**src/rtl/and_or_issue.sv**
```systemverilog
// Issue stage for the and_or block: queues commands, drives one at a time onto the and_or
// inputs, and returns each sampled result over a valid/ready channel.
module and_or_issue #(
   parameter int unsigned DATA_WIDTH = 4,
   parameter int unsigned DEPTH      = 4,
   parameter int unsigned CNT_WIDTH  = 3
) (
   input  logic                  clk,
   input  logic                  rst_n,
   input  logic                  cmdValid,
   output logic                  cmdReady,
   input  logic [DATA_WIDTH-1:0] cmdA,
   input  logic [DATA_WIDTH-1:0] cmdB,
   input  logic                  cmdOp,
   output logic [DATA_WIDTH-1:0] aIn,
   output logic [DATA_WIDTH-1:0] bIn,
   output logic                  doAnd,
   output logic                  doOr,
   input  logic [DATA_WIDTH-1:0] andOrOut,
   input  logic                  andOrIsAnd,
   output logic                  resValid,
   input  logic                  resReady,
   output logic [DATA_WIDTH-1:0] resData,
   output logic                  resIsAnd,
   output logic                  resErr,
   output logic [CNT_WIDTH-1:0]  cmdCount
);

   localparam int unsigned PTR_WIDTH = $clog2(DEPTH);
   localparam int unsigned ENT_WIDTH = 2 * DATA_WIDTH + 1;

   typedef enum logic [1:0] {StIdle, StIssue, StResp} stateT;

   stateT                 stateQ, stateD;
   logic [ENT_WIDTH-1:0]  mem [DEPTH];
   logic [PTR_WIDTH-1:0]  wrPtr, rdPtr;
   logic [ENT_WIDTH-1:0]  head;
   logic                  push, pop, capture, goIdle;

   assign cmdReady = (cmdCount != CNT_WIDTH'(DEPTH));
   assign push     = cmdValid && cmdReady;
   assign head     = mem[rdPtr];

   // Storage needs no reset: occupancy is tracked by cmdCount and the pointers.
   always_ff @(posedge clk) begin
      if (push) begin
         mem[wrPtr] <= {cmdOp, cmdA, cmdB};
      end
   end

   always_ff @(posedge clk or negedge rst_n) begin
      if (!rst_n) begin
         wrPtr    <= '0;
         rdPtr    <= '0;
         cmdCount <= '0;
      end else begin
         if (push) begin
            wrPtr <= wrPtr + PTR_WIDTH'(1);
         end
         if (pop) begin
            rdPtr <= rdPtr + PTR_WIDTH'(1);
         end
         if (push && !pop) begin
            cmdCount <= cmdCount + CNT_WIDTH'(1);
         end else if (pop && !push) begin
            cmdCount <= cmdCount - CNT_WIDTH'(1);
         end
      end
   end

   always_ff @(posedge clk or negedge rst_n) begin
      if (!rst_n) begin
         stateQ <= StIdle;
      end else begin
         stateQ <= stateD;
      end
   end

   always_comb begin
      stateD  = stateQ;
      pop     = 1'b0;
      capture = 1'b0;
      goIdle  = 1'b0;
      unique case (stateQ)
         StIdle: begin
            if (cmdCount != '0) begin
               pop    = 1'b1;
               stateD = StIssue;
            end
         end
         StIssue: begin
            capture = 1'b1;
            stateD  = StResp;
         end
         StResp: begin
            // resValid is always high here, so resReady alone completes the handshake
            if (resReady) begin
               if (cmdCount != '0) begin
                  pop    = 1'b1;
                  stateD = StIssue;
               end else begin
                  goIdle = 1'b1;
                  stateD = StIdle;
               end
            end
         end
         default: stateD = StIdle;
      endcase
   end

   always_ff @(posedge clk or negedge rst_n) begin
      if (!rst_n) begin
         aIn      <= '0;
         bIn      <= '0;
         doAnd    <= 1'b0;
         doOr     <= 1'b0;
         resValid <= 1'b0;
         resData  <= '0;
         resIsAnd <= 1'b0;
         resErr   <= 1'b0;
      end else begin
         if (pop) begin
            aIn      <= head[2*DATA_WIDTH-1:DATA_WIDTH];
            bIn      <= head[DATA_WIDTH-1:0];
            doAnd    <= head[ENT_WIDTH-1];
            doOr     <= ~head[ENT_WIDTH-1];
            resValid <= 1'b0;
         end
         if (capture) begin
            resData  <= andOrOut;
            resIsAnd <= andOrIsAnd;
            resErr   <= (andOrIsAnd != doAnd);
            resValid <= 1'b1;
         end
         if (goIdle) begin
            resValid <= 1'b0;
            doAnd    <= 1'b0;
            doOr     <= 1'b0;
         end
      end
   end

endmodule

```
**config.mk**
```make
export PLATFORM = sky130hd
export DESIGN_NAME = and_or_issue
export DESIGN_NICKNAME = d
export VERILOG_FILES = /design/src/rtl/and_or_issue.sv
export SDC_FILE = /design/constraint.sdc
export NUM_CORES = 1
export LEC_CHECK = 0
export ABC_AREA = 1
export CAP_MARGIN = 5
export CORE_ASPECT_RATIO = 1.1
export CORE_MARGIN = 2
export CORE_UTILIZATION = 31
export DETAILED_ROUTE_END_ITERATION = 8
export PLACE_DENSITY = 0.49
export SYNTH_ARGS = -nofsm -noshare
export SYNTH_HDL_FRONTEND = slang
export SYNTH_SLANG_ARGS = --single-unit
```
**constraint.sdc**
```tcl
create_clock -name clk -period 2.4 [get_ports clk]
set_input_delay 0.36 -clock clk [delete_from_list [all_inputs] [get_ports clk]]
set_output_delay 0.36 -clock clk [all_outputs]
set_load 0.02 [all_outputs]
```
==> flow_summary.ini <==
[route]
wire_per_inst_um = 12.0
vias_per_cell = 4.06
drtPass1Iterations = 4
ant_nets = 0
vias = 1653
drc = 0
drt-total-wl_mm = 4.87
drt-initial-drc-count = 52

[logic_synthesis]
synth_cells = 242
synth_area_um2 = 2600
syn-num-nets = 266
ys_ff_latch = 62
synth_cell_types = 24
synth.avg_cell_area_um2 = 10.7
yosysWarningCount = 0
ys_seq_area_share_pct = 66.6

[die]
io_pins = 39
initial_core_util_pct = 31.4
core-area_um2 = 8280
row_count = 35
die_x_um = 91.3
die_y_um = 100
dieArea_um2 = 9130

[sta]
finalHoldViolations = 0
period_minus_slack_ps = 1910
slew_violations = 0
finalCritPeriodShare_pct = 79.5
fmax_mhz = 524
worstMarginPinSlew_ps = 616
setup_violations = 0
finalSetupTns_ps = 0
slew-limit-headroom_pct = 58.9
rsz0062_at_grt = false
finalClockSkew_ps = 6.55

[clocking]
clk_pin_slew_ps = 70
cts_resized = 0
cts_tree = yes
hold_buffers = 0
cts_setup_buffers = 0
clock-sinks = 62
h-tree-depth = 3
worstSkewPairLatency_ps = 330
cts_made_buffers = 9
clk_path_buf_depth = 2
cts_root_buffer = clkbuf_8

[cells_and_area]
nets = 315
stdcell_area_um2 = 3310
drive_above_1_share_pct = 12.5
layout_common_cells = nand2_1 (114), clkdlybuf4s50_1 (38), edfxtp_1 (36), dfrtp_1 (26), inv_1 (13)
diodes = 0
area_growth_pct = 27.5
final_common_cell = nand2_1

[global_route]
antenna_found_initial = 0
gr-usage-met3_pct = 2.33
grt_use_met2_pct = 19.3
met1_usage_pct = 14.4
grt_pass1_vias = 1620
grt-ovfl-total = 0
grt_max_degree = 27
grt_pass1_wl_mm = 8.10
track_usage_pct = 11.8
top_usage_layer = met2

[worst_setup_path]
crit_top_cell = inv_1
rr_worst_depth = 11
start_kind = register
required_ps = 2650
arrival_ps = 2160
path_class = register to register
endpoint_kind = register
path_cells = inv_2, nand3_1, nand2_1, inv_1, ha_1, inv_1, fa_1, inv_1, nand2_1, nand3_1, xor2_1
path_max_fanout = 6
crit_slowest_cell = dfrtp_1
cp_slowest_stage_delay_ps = 440

[job]
maxCapViolations = 0

[placement]
dpl_cell_area_um2 = 3120
dpl.hpwl_mm = 3.22
portBuffers = 38
place_congestion = 0.751

[pwr]
internal_power_mw = 2.75
p_comb_share_pct = 42.0
sw_frac_of_total_pct = 38.5
peakVddDrop_uv = 336
powerDensity_nw_per_um2 = 1350
p_total_mw = 4.47
p_switching_mw = 1.72
power_frac_seq_pct = 37.8
clockPowerShare_pct = 20.2
leakage_nw = 1.47

[worst_hold_path]
hold_class = input pin to asynchronous set/reset pin

[status]
outcome = finished, final reports clean
## synthesized netlist by cell type
master / n / area share [%]
nand3_2: 1 / 0.39
mux2_2: 5 / 2.2
o21ai_0: 3 / 0.58
xor2_1: 3 / 1.0
fa_1: 1 / 0.77
inv_1: 13 / 1.9
nand2_4: 1 / 0.43
inv_2: 5 / 0.72
dfrtp_1: 26 / 25
nand4_1: 1 / 0.24
nand2_1: 114 / 16
clkbuf_1: 1 / 0.14
edfxtp_1: 36 / 42
clkinv_1: 1 / 0.14
buf_4: 1 / 0.29
a21oi_1: 1 / 0.19
o21ai_1: 1 / 0.19
nand3_1: 8 / 1.5
buf_2: 2 / 0.39
buf_6: 3 / 1.3
ha_1: 5 / 2.4
nor2_1: 5 / 0.72
xnor2_1: 2 / 0.67
nand2_2: 3 / 0.72
## per-stage QoR
step | utilization [%] | hold WS [ps] | instances | setup WS (ps)
floorplan | - | 64.4 | 242 | 337
global placement | 37.6 | 458 | 391 | 277
detailed placement | 37.6 | 460 | 391 | 256
CTS | 40.0 | 397 | 407 | 465
global route | 40.0 | 414 | 407 | 313
finish | 40.0 | 393 | 407 | 491
## worst max-delay path, delay by kind of cell, from the launching register on
| kind | cells | cell delay (ps) |
|---|---|---|
| xor gates and xnor gates | 1 | 170 |
| adders and majority gates | 2 | 540 |
| buffers and inverters | 4 | 320 |
| DFF | 1 | 440 |
| and+or+nand+nor | 4 | 340 |
## power by group through the flow
stage	combinational (mW)	clock (mW)	sequential (mW)
finish	1.88	0.905	1.69
global route	2.12	0.983	1.74
CTS	1.92	0.935	1.70
detailed placement	1.91	0	1.72
global placement	1.89	0	1.71
floorplan	1.11	0	1.87
## sequential cells by signal, summed over array words and instances, names as in the netlist, 2 cells and up
name,cells
aIn,4
bIn,4
cmdCount,3
mem,36
rdPtr,2
resData,4
stateQ,2
wrPtr,2
## layer usage
layer,share of wire [%],up-vias
li1,-,866
met1,44,742
met2,50,36
met3,3.4,9
met4,2.4,0
met5,0,-
## cell families after synthesis
group / share of synthesized area [%]
AOI/OAI and AO/OA: 0.962
xor gates and xnor gates: 1.69
adders and majority gates: 3.18
buffers and inverters: 4.86
DFF: 66.6
muxes: 2.17
and+or+nand+nor: 20.5
## worst paths after layout
| kind | slack [ps] | to | from |
|---|---|---|---|
| max in group asynchronous | 1740 | resIsAnd | rst_n |
| max reg2reg | 490 | cmdCount[2] | cmdCount[0] |
| min reg2reg | 470 | stateQ[1] | stateQ[1] |
| max | 490 | cmdCount[2] | cmdCount[0] |
| min | 390 | cmdCount[1] | rst_n |
| min in group clk | 470 | stateQ[1] | stateQ[1] |
## cell type report
cell class,instances,area [µm²]
multi-input cells,154,741
fillers,807,4960
repair buffers,45,433
clock inverters,7,73.8
clock buffers,9,124
well taps,111,139
inverters,19,71.3
flip-flops and latches,62,1730
No activity file was read; power rests on OpenSTA's default activity.
